===== config.mk =====
export PLATFORM = sky130hd
export DESIGN_NAME = fetch_stage
export DESIGN_NICKNAME = d
export VERILOG_FILES = /design/src/rtl/fetch_stage.sv
export SDC_FILE = /design/constraint.sdc
export NUM_CORES = 1
export LEC_CHECK = 0
export CAP_MARGIN = 15
export CORE_AREA = 2 2 129 131
export DETAILED_ROUTE_END_ITERATION = 10
export DIE_AREA = 0 0 131 133
export GPL_TIMING_DRIVEN = 0
export PLACE_DENSITY = 0.68
export SYNTH_ARGS = -nofsm -noshare
export SYNTH_HDL_FRONTEND = slang
export SYNTH_SLANG_ARGS = --single-unit
export TNS_END_PERCENT = 5

===== constraint.sdc =====
create_clock -name CLK -period 5.67 [get_ports CLK]
set_clock_uncertainty 0.1 [all_clocks]
set_input_delay 1.4175 -clock CLK [delete_from_list [all_inputs] [get_ports CLK]]
set_output_delay 1.4175 -clock CLK [all_outputs]
set_load 0.01 [all_outputs]

===== src/rtl/fetch_stage.sv =====
// Instruction-fetch stage and IF/ID pipeline latch.
// Owns the PC, accepts instruction words, and handles stall, redirect and HALT.
module fetch_stage #(
    parameter logic [31:0] PC_INIT = 32'h00000000,
    parameter logic [5:0]  HALT_OP = 6'b111111
) (
    input  logic        CLK,
    input  logic        RST,
    input  logic        ihit,
    input  logic [31:0] imemload,
    output logic        imemREN,
    output logic [31:0] imemaddr,
    input  logic        stall,
    input  logic        redirect,
    input  logic [31:0] redirect_pc,
    output logic [31:0] instr_out,
    output logic [31:0] npc_out,
    output logic [5:0]  opcode_out,
    output logic [5:0]  funct_out,
    output logic        valid_out,
    output logic        halted,
    output logic [31:0] fetch_cnt
);

    // state  | meaning
    // RUN    | fetching; a returned word is latched into IF/ID
    // HALTED | HALT latched in IF/ID; PC, IF/ID and count frozen until redirect
    typedef enum logic {
        RUN    = 1'b0,
        HALTED = 1'b1
    } state_t;

    state_t      state_q, state_d;
    logic [31:0] pc_q, pc_d;
    logic [31:0] instr_q, instr_d;
    logic [31:0] npc_q, npc_d;
    logic        valid_q, valid_d;
    logic [31:0] cnt_q, cnt_d;
    logic [31:0] pc_plus4;

    assign pc_plus4 = pc_q + 32'd4;

    always_ff @(posedge CLK or posedge RST) begin
        if (RST) begin
            state_q <= RUN;
            pc_q    <= PC_INIT;
            instr_q <= '0;
            npc_q   <= '0;
            valid_q <= 1'b0;
            cnt_q   <= '0;
        end else begin
            state_q <= state_d;
            pc_q    <= pc_d;
            instr_q <= instr_d;
            npc_q   <= npc_d;
            valid_q <= valid_d;
            cnt_q   <= cnt_d;
        end
    end

    always_comb begin
        state_d = state_q;
        pc_d    = pc_q;
        instr_d = instr_q;
        npc_d   = npc_q;
        valid_d = valid_q;
        cnt_d   = cnt_q;

        if (redirect) begin
            // Squash IF/ID; any word returned this cycle belongs to the wrong path.
            pc_d    = redirect_pc & 32'hFFFF_FFFC;
            instr_d = '0;
            npc_d   = '0;
            valid_d = 1'b0;
            state_d = RUN;
        end else if (stall) begin
            state_d = state_q;
        end else begin
            unique case (state_q)
                RUN: begin
                    if (ihit) begin
                        instr_d = imemload;
                        npc_d   = pc_plus4;
                        valid_d = 1'b1;
                        cnt_d   = cnt_q + 32'd1;
                        if (imemload[31:26] == HALT_OP) begin
                            state_d = HALTED;
                        end else begin
                            pc_d = pc_plus4;
                        end
                    end else begin
                        instr_d = '0;
                        npc_d   = '0;
                        valid_d = 1'b0;
                    end
                end
                HALTED: begin
                    state_d = HALTED;
                end
                default: begin
                    state_d = RUN;
                end
            endcase
        end
    end

    assign imemREN    = (state_q == RUN);
    assign imemaddr   = pc_q;
    assign halted     = (state_q == HALTED);
    assign instr_out  = instr_q;
    assign npc_out    = npc_q;
    assign opcode_out = instr_q[31:26];
    assign funct_out  = instr_q[5:0];
    assign valid_out  = valid_q;
    assign fetch_cnt  = cnt_q;

endmodule

==> summary.txt <==
status = finished, final reports clean
DP Wirelength = 13090 um
Initial DRT Pass Iterations = 4
clock slew at reported path FFs = 0.06 ns
Final nets = 877
Post-CTS Setup Bufs = 0
die area = 0.01742 mm^2
Slew Limit Fails = 0
Core Box Area = 0.01617 mm^2
Worst Path Buf+Inv = 2
die extent in y = 133 um
Post-synth top flop = dfrtp_1
Period minus WS final = 3.483 ns
dominant cell by count in the synthesized netlist = dfrtp_1
Setup CP Type = in -> reg
H-tree depth = 4
post-synth cell types = 37
clk sink count = 127
DRC = 0
CTS tree = yes
Mean Syn Cell Area = 10.29 um^2
required time worst endpoint = 5.90 ns
1st-iter DRT viols = 204
area delta synth->final = 49.63%
Synth area leader = dfrtp_1
largest cells by area after synthesis = dfrtp_1 53%, xnor2_1 6.5%, xor2_1 6.2%
CP max stage delay = 0.50 ns
initial antenna violation count = 1
Port-buffer cells = 206
Synth Area in XOR/XNOR = 12.64%
Cell Pwr Density = 278.0 mW/mm^2
share of the synthesized area in the top cell type = 53.33%
Die Span X = 131 um
final hold vios = 0
Cells after Synth = 579
Row Count = 47
Worst R2R End = imemaddr[26]
final WL = 17780 um
worst-margin pin slew = 0.9206 ns
Vias per Instance = 5.005
hold_buf cts = 0
Power, Total = 2479 uW
post-route cell area = 0.008917 mm^2
CP Capture Type = register
Placer Congestion = 0.8671
grt total ovfl = 0
largest family of logic cells by synthesized area = simple AND/OR/NAND/NOR gates
worst skew pair latency = 0.41 ns
Slew HR = 38.40%
largest net degree at the start of global routing = 70
cell breakdown of the critical path = clkdlybuf4s50_1, or3b_2, o21ba_2, clkbuf_1, nand4_1, xor2_1, o21ai_0
I/O pins = 212
RSZ-0062 raised after global routing = false
CTS Buf Count = 17
post-route ant nets = 0
mapped cell area = 0.005959 mm^2
crit path DAT = 3.71 ns
layout cell share with drive strength beyond 1 = 7.937%
final design utilization = 55.14%
reg2reg path depth = 7
Yosys Warn Count = 0
Hold Crit Start = npc_out[12]
vias in the first global route = 5287
Post-DP Area = 0.008333 mm^2
mux cell area share after synthesis = 0.3359%
DR vias = 5205
#FFs+latches synth = 127
maxcap violations = 0
r2r startpoint = imemaddr[2]
worst-path fanout max = 10
Worst VDD drop = 0.0002072 V
# setup viols final = 0
sequential area share after synthesis = 53.33%
EDFF count, synth = 0
Worst Setup Start Kind = input port
Leak = 0.003713 uW
global-route wire length before repair = 27830 um
hold path endpoint = npc_out[12]
placed cells = 1007
post-route clock period utilization = 61.44%
CTS root buf = clkbuf_16
FF-to-FF setup slack = 2.78 ns
CP delay by family, top = buffers and inverters
Synth async-reset ratio = 100.0%
Initial Util = 36.85%
GRT Total Usage = 20.68%
Synth Area in Adders = 0.4199%
hold slack final = 0.3793 ns
fmax = 287.1 MHz
HP Class = reg -> reg
Max Root-Sink Buffers = 2
Synth Area in Compound Gates = 10.67%
post-route insts no fill = 1040
synth cell count leaders = 127 x dfrtp_1, 93 x nand2_1, 56 x o21ai_0, 44 x xnor2_1, 42 x xor2_1
Hold Path Cell Cnt = 2
Synth Area in Simple Gates = 17.74%
post_cts resized = 0
Avg WL per Cell = 17.10 um
Max stage delay cell, worst path = or3b_2
-- how the worst max path moves through the flow --
stage	start	endpoint	slack, ns	cells after the start
detailed placement	ihit	imemaddr[27]	1.78	7
global placement	RST	imemaddr[13]	-0.99	2
floorplan	RST	fetch_cnt[0]	0.77	1
global route	stall	imemaddr[27]	2.05	7
finish	stall	imemaddr[23]	2.19	7
CTS	stall	instr_out[14]	2.18	6
-- through the flow --
step | TNS [ns] | setup WS [ns]
2_1_floorplan | 0 | 0.7682
3_3_place_gp | -124.24 | -0.9856
3_5_place_dp | 0 | 1.785
4_1_cts | 0 | 2.181
5_1_grt | 0 | 2.055
6_report | 0 | 2.187
-- cell type report --
| class | count | area, um^2 |
|---|---|---|
| Antenna cell | 1 | 2.502 |
| Buffer | 48 | 256.5 |
| Clock buffer | 18 | 439.2 |
| Clock inverter | 14 | 142.6 |
| Fill cell | 1416 | 7254 |
| Inverter | 8 | 35.03 |
| Multi-Input combinational cell | 397 | 2499 |
| Sequential cell | 127 | 3178 |
| Tap cell | 220 | 275.3 |
| Timing Repair Buffer | 207 | 2090 |
-- logic make-up (layout without fill, tap and decap cells) --
group | count (synthesis) | in the layout
AO/OA/AOI/OAI | 97 | 97
adder cells (fa/ha/maj) | 2 | 2
XOR/XNOR | 86 | 86
other | 1 | 3
AND/OR/NAND/NOR | 208 | 208
flip-flops | 127 | 127
buffers and inverters | 56 | 295
multiplexers | 2 | 2
-- flip-flops by register name, indices dropped and copies added, names as in the netlist --
signal / flops
imemaddr: 30
halted: 1
fetch_cnt: 32
instr_out: 32
valid_out: 1
npc_out: 31
-- power breakdown --
part	switching, uW	internal, uW
sequential	68.8	961
combinational	170	203
clock	419	657
total	658	1820
-- layer usage --
| metal | up-vias | global-route usage [%] | routed length (um) |
|---|---|---|---|
| li1 | 2446 | - | - |
| met1 | 2548 | 26.54 | 7598 |
| met2 | 187 | 33.91 | 8758 |
| met3 | 24 | 4.610 | 1057 |
| met4 | 0 | 7.861 | 371 |
| met5 | - | 0 | 0 |
-- worst reg2reg max path, stage by stage, from the launching register on --
cell and delay, ns:
dfrtp_1 0.46, ha_1 0.26, nand3_1 0.29, nor4_1 0.80
clkbuf_1 0.40, nand4_1 0.16, xor2_1 0.17, o21ai_0 0.17
-- cells in the final DEF (no fill, tap or decap), drive strengths merged, types with 8 or more instances in the layout --
master,instances
xor2,42
dfrtp,127
buf,20
clkinv,8
nor2,23
clkbuf,47
o21ai,56
a22o,36
nand3,31
clkdlybuf4s50,206
nand2,93
xnor2,44
nand4,23
inv,9
Power figures use the tool's default switching activity.
==> patch 1: new RTL, same settings <==
Reset style: synchronous (`RST`), changed in one clocked block.
--- a/src/rtl/fetch_stage.sv
+++ b/src/rtl/fetch_stage.sv
@@ -40,7 +40,7 @@
 
     assign pc_plus4 = pc_q + 32'd4;
 
-    always_ff @(posedge CLK or posedge RST) begin
+    always_ff @(posedge CLK) begin
         if (RST) begin
             state_q <= RUN;
             pc_q    <= PC_INIT;
Check against the original RTL: differs if RST is asserted again (counterexample within 4 cycles, from zero or initial values and one cycle with RST high); with RST held inactive, the same outputs for 4 cycles.
==> patch 1 against the unedited design <==
- via count grew 10%
- die area is the same
- synthesized area shrank 3.5%
- sequential cell count shrank 1
- setup slack lost 0.26 ns
- power shrank 8.4%
- routed wire length grew 6.1%
- cell area shrank 2.8%
==> patch 1: results (changes against the unedited design) <==
R2R_CELLS=6  # -1
CP_SLOWEST_STAGE_DELAY_NS=0.53  # +0.03 ns
GRTUSAGETOTAL_PCT=21.72  # +1.0 points
ROUTE.LAYER.MET1.WL_UM=8229  # +8.3%
SYNTH-SEQ-CELLS=126  # -0.79%
NUM-CLOCK-BUFFERS=26  # +8
LARGEST_CLASS='multi-input gates'
WORSTHOLDENDPOINT='instr_out[23]$_SDFFE_PP0P_'
TIMING.CRITICAL_PATH.TO='imemaddr[26]$_SDFFE_PP0P_'
ROUTE.MET3.WL_UM=1598  # +51%
SYNTHADDERAREAFRAC_PCT=0.4352  # +0.015 points
ROUTE.VIAS.TOTAL=5741  # +10%
DPL_CELL_AREA_MM2=0.008069  # -3.2%
TOTAL_AREA_OF_MULTI_INPUT_COMBINATIONAL_CELLS_MM2=0.002922  # +17%
LAYOUT.CLOCK.CELL_AREA_SHARE_PCT=6.887  # +0.36 points
POST-PLACE-CELLS=1108  # +10%
LAYOUT.NON_CLOCK_BUFFERS=264  # +3.5%
SETUP_SLACK_NS=1.927  # -0.2591 ns
OUTCOME='finished clean'
GRT_USE_MET2_PCT=34.89  # +0.98 points
VIAS_PER_CELL=5.040  # +0.71%
GRT_PASS1_WL_UM=29340  # +5.4%
FILLER_CELL_COUNT=1525  # +7.7%
WORSTREG2REGSTART='imemaddr[2]$_SDFFE_PP0P_'
ANTENNA_CELLS_INSERTED=0  # -1
GRT_MAX_DEGREE=17  # -76%
NUMBER_OF_MULTI_INPUT_COMBINATIONAL_CELLS_IN_THE_LAYOUT=493  # +24%
POST_SYNTH_XOR_AREA_FRACTION_PCT=10.97  # -1.7 points
YS_TOP_CELLS_BY_AREA='sky130_fd_sc_hd__dfxtp_1, sky130_fd_sc_hd__xor2_1, sky130_fd_sc_hd__nand2_1, sky130_fd_sc_hd__nor2_1, sky130_fd_sc_hd__nand3_1'
POSTSYNTH.ASYNCRESETSHARE_PCT=0  # -100 points
DP_HPWL_UM=14070  # +7.4%
FRACTION_OF_STANDARD_CELL_AREA_IN_MULTI_INPUT_LOGIC_PCT=33.71  # +5.7 points
SYNTHTOPCELLSBYCOUNT='sky130_fd_sc_hd__dfxtp_1, sky130_fd_sc_hd__nand2_1, sky130_fd_sc_hd__nor2_1'
WIRE_PER_INST_UM=16.56  # -3.1%
[patch 1: cell types whose count changed in the layout (fill, tap and decap cells not counted), moves of 11 or more]
cell                       unedited run  this run
sky130_fd_sc_hd__dfrtp_1            127         0
sky130_fd_sc_hd__dfxtp_1              0       126
sky130_fd_sc_hd__nor2_1              23        75
sky130_fd_sc_hd__a21oi_1              1        43
sky130_fd_sc_hd__a22o_1              36         0
sky130_fd_sc_hd__o21ai_0             56        31
sky130_fd_sc_hd__nand3_1             29        51
sky130_fd_sc_hd__xnor2_1             44        23
sky130_fd_sc_hd__a211oi_1             0        14
sky130_fd_sc_hd__nand2_1             93        81
sky130_fd_sc_hd__or3_1                0        11
[patch 1: where the power goes]
group	internal (mW)	switching [mW]	leakage, nW	total (mW)
combinational	0.120	0.110	1.73	0.230
sequential	0.909	0.0328	1.02	0.941
clock	0.713	0.386	0.292	1.10
total	1.74	0.530	3.05	2.27
==> patch 2: new RTL, same settings <==
Made on the original files. Register the output `fetch_cnt` once more, cleared by the reset; this adds one clock of latency there. The other outputs are not delayed to match.
--- a/src/rtl/fetch_stage.sv
+++ b/src/rtl/fetch_stage.sv
@@ -112,6 +112,12 @@
     assign opcode_out = instr_q[31:26];
     assign funct_out  = instr_q[5:0];
     assign valid_out  = valid_q;
-    assign fetch_cnt  = cnt_q;
+    always_ff @(posedge CLK or posedge RST) begin
+        if (RST) begin
+            fetch_cnt <= '0;
+        end else begin
+            fetch_cnt <= cnt_q;
+        end
+    end
 
 endmodule
Function: changed (Yosys sat finds a counterexample within 4 cycles, from zero or initial values and one cycle with RST high).
==> patch 2 against the unedited design <==
- cell area rose by 8.1%
- critical path depth grew 1
- power up 8.8%
- sequential cell count is 32 higher
- synthesized area increased by 12%
- synthesized cell count rose by 4.3%
- core utilization up 4.5 points
- setup slack worse by 0.051 ns
- global-route usage rose by 0.57 points
- routed wire length grew 0.47%
- critical path type unchanged
- critical endpoint is now cnt_q[16]$_DFFE_PP0P_
==> patch 2: results (changes against the unedited design) <==
CTS_INSERTED_BUFFERS=17  # unchanged
WIRE_PER_INST_UM=16.75  # -2.1%
ARRIVAL_NS=3.77  # +0.06 ns
POST_SYNTH_XOR_AREA_FRACTION_PCT=9.040  # -3.6 points
STATIC-LEAKAGE-POWER_nW=4.048  # +9.0%
SYNTH.MUX.AREA_FRACTION_PCT=0.1497  # -0.19 points
YS.FLOP_TYPE='sky130_fd_sc_hd__dfrtp_1'
FILLER_CELL_COUNT=1346  # -4.9%
SYNTH_COMPOUND_AREA_SHARE_PCT=11.70  # +1.0 points
VDD_DROP_MAX_mV=0.2189  # +5.6%
SYNTHTOPCELLSBYCOUNT='sky130_fd_sc_hd__dfrtp_1, sky130_fd_sc_hd__nand2_1, sky130_fd_sc_hd__o21ai_0'
CLKLATENCYLATEPIN_NS=0.42
DRT_INITIAL_VIOLATIONS=399  # +96%
DP_HPWL_UM=13420  # +2.5%
POSTCTSRESIZEDCELLS=0  # unchanged
YS_TOP_CELLS_BY_AREA='sky130_fd_sc_hd__dfrtp_1, sky130_fd_sc_hd__nand2_1, sky130_fd_sc_hd__xnor2_1, sky130_fd_sc_hd__a22o_1, sky130_fd_sc_hd__xor2_1'
CRIT_PATH_MAX_FANOUT=8  # -2
SYNTH-WARNING-COUNT=0  # unchanged
POST_ROUTE_CELLS_DRIVE_ABOVE_1_SHARE_PCT=6.966  # -0.97 points
CTS-ROOT-BUF='sky130_fd_sc_hd__clkbuf_16'
SYNTHADDERAREAFRAC_PCT=0.3743  # -0.046 points
DPL_CELL_AREA_MM2=0.009100  # +9.2%
SLEW_HEADROOM_PCT=40.25  # +1.9 points
CELLINTERNALPOWER_mW=1.976  # +8.5%
GRTUSAGETOTAL_PCT=21.25  # +0.57 points
GRT_PASS1_WL_UM=28520  # +2.5%
GRT_MAX_DEGREE=42  # -40%
YOSYSSEQAREASHARE_PCT=59.52  # +6.2 points
OUTCOME='finished clean'
GP_ROUTABILITY_CONGESTION=0.8730  # +0.68%
IO_BUFFER_COUNT=207  # +0.49%
MAX-CLOCK-PATH-BUFFERS=2  # unchanged
POSTSYNTH.ASYNCRESETSHARE_PCT=100.0  # unchanged
FIRST_GLOBAL_VIAS=5292  # +0.095%
DRT_PASS1_ITERATIONS=5  # +1
CLK_PIN_SLEW_WORST_PATHS_NS=0.06  # about the same
VIAS_PER_CELL=5.104  # +2.0%
TIMING.HOLD.WORST.CLASS='flop to flop'
SYNTHDISTINCTLIBCELLS=45  # +22%
HTREE_LEVELS=4  # unchanged
ANTENNA_FOUND_INITIAL=0  # -1
COUNT_OF_NETS_AFTER_FINISHING=905  # +3.2%
CTS_POST_SETUP_BUFFERS_INSERTED=0  # unchanged
POST-PLACE-WS_NS=1.733  # -0.05184 ns
ANTENNA_CELLS_INSERTED=0  # -1
==> patch 2: power groups by stage <==
stage	logic, mW	registers (mW)	clock network, mW
5_1_grt	0.420	1.29	1.11
3_5_place_dp	0.387	1.30	0
4_1_cts	0.389	1.28	1.06
2_1_floorplan	0.141	1.31	0
3_3_place_gp	0.376	1.29	0
6_report	0.385	1.28	1.04
==> patch 2: worst max-delay path, stage by stage <==
cell,delay (ns)
sky130_fd_sc_hd__clkdlybuf4s50_1,0.48
sky130_fd_sc_hd__or4b_1,0.51
sky130_fd_sc_hd__buf_2,0.20
sky130_fd_sc_hd__or4_4,0.53
sky130_fd_sc_hd__buf_6,0.16
sky130_fd_sc_hd__nor2_4,0.10
sky130_fd_sc_hd__and3_1,0.19
sky130_fd_sc_hd__xor2_1,0.18
==> patch 2: layout make-up <==
class	instances	area, um2	area share [%]
plain buffers	47	244.0	2.531
clock buffers	18	429.2	4.453
clock inverters	14	108.9	1.129
inverters	11	45.04	0.4674
multi-input cells	388	2425	25.16
flip-flops and latches	159	3979	41.28
well taps	220	275.3	2.856
repair buffers	210	2132	22.12
==> patch 2: stage by stage <==
stage | std cells | power, mW | utilization [%] | hold WS [ns]
floorplan | 605 | 1.450 | - | 0.2537
global placement | 1032 | 1.671 | 55.90 | 0.2655
detailed placement | 1035 | 1.683 | 56.27 | 0.2921
CTS | 1067 | 2.725 | 59.60 | 0.3090
global route | 1067 | 2.820 | 59.60 | 0.3152
finish | 1067 | 2.699 | 59.60 | 0.3012
==> patch 2: cell families after synthesis <==
family	count (synthesis)
adder cells (fa/ha/maj)	2
flip-flops	159
AO/OA/AOI/OAI	113
AND/OR/NAND/NOR	201
buffers and inverters	58
multiplexers	1
XOR/XNOR	69
other	1
==> patch 2: path summary, 6_finish.rpt <==
check | start | end | slack (ns) | depth (start not counted)
max | stall | cnt_q[16]$_DFFE_PP0P_ | 2.14 | 8
min reg2reg | cnt_q[29]$_DFFE_PP0P_ | fetch_cnt[29]$_DFF_PP0_ | 0.30 | 0
max reg2reg | imemaddr[2]$_DFFE_PP0P_ | imemaddr[28]$_DFFE_PP0P_ | 2.95 | 6
max in group asynchronous | RST | cnt_q[6]$_DFFE_PP0P_ | 3.10 | 4
min in group asynchronous | RST | npc_out[27]$_DFFE_PP0P_ | 1.42 | 2
min | cnt_q[29]$_DFFE_PP0P_ | fetch_cnt[29]$_DFF_PP0_ | 0.30 | 0
==> patch 2: per-layer routing <==
metal | vias up | wire length (um) | GRT usage [%]
li1 | 2570 | - | -
met1 | 2676 | 7671 | 28.49
met2 | 175 | 8953 | 33.94
met3 | 25 | 892 | 4.448
met4 | 0 | 348 | 7.920
met5 | - | 0 | 0
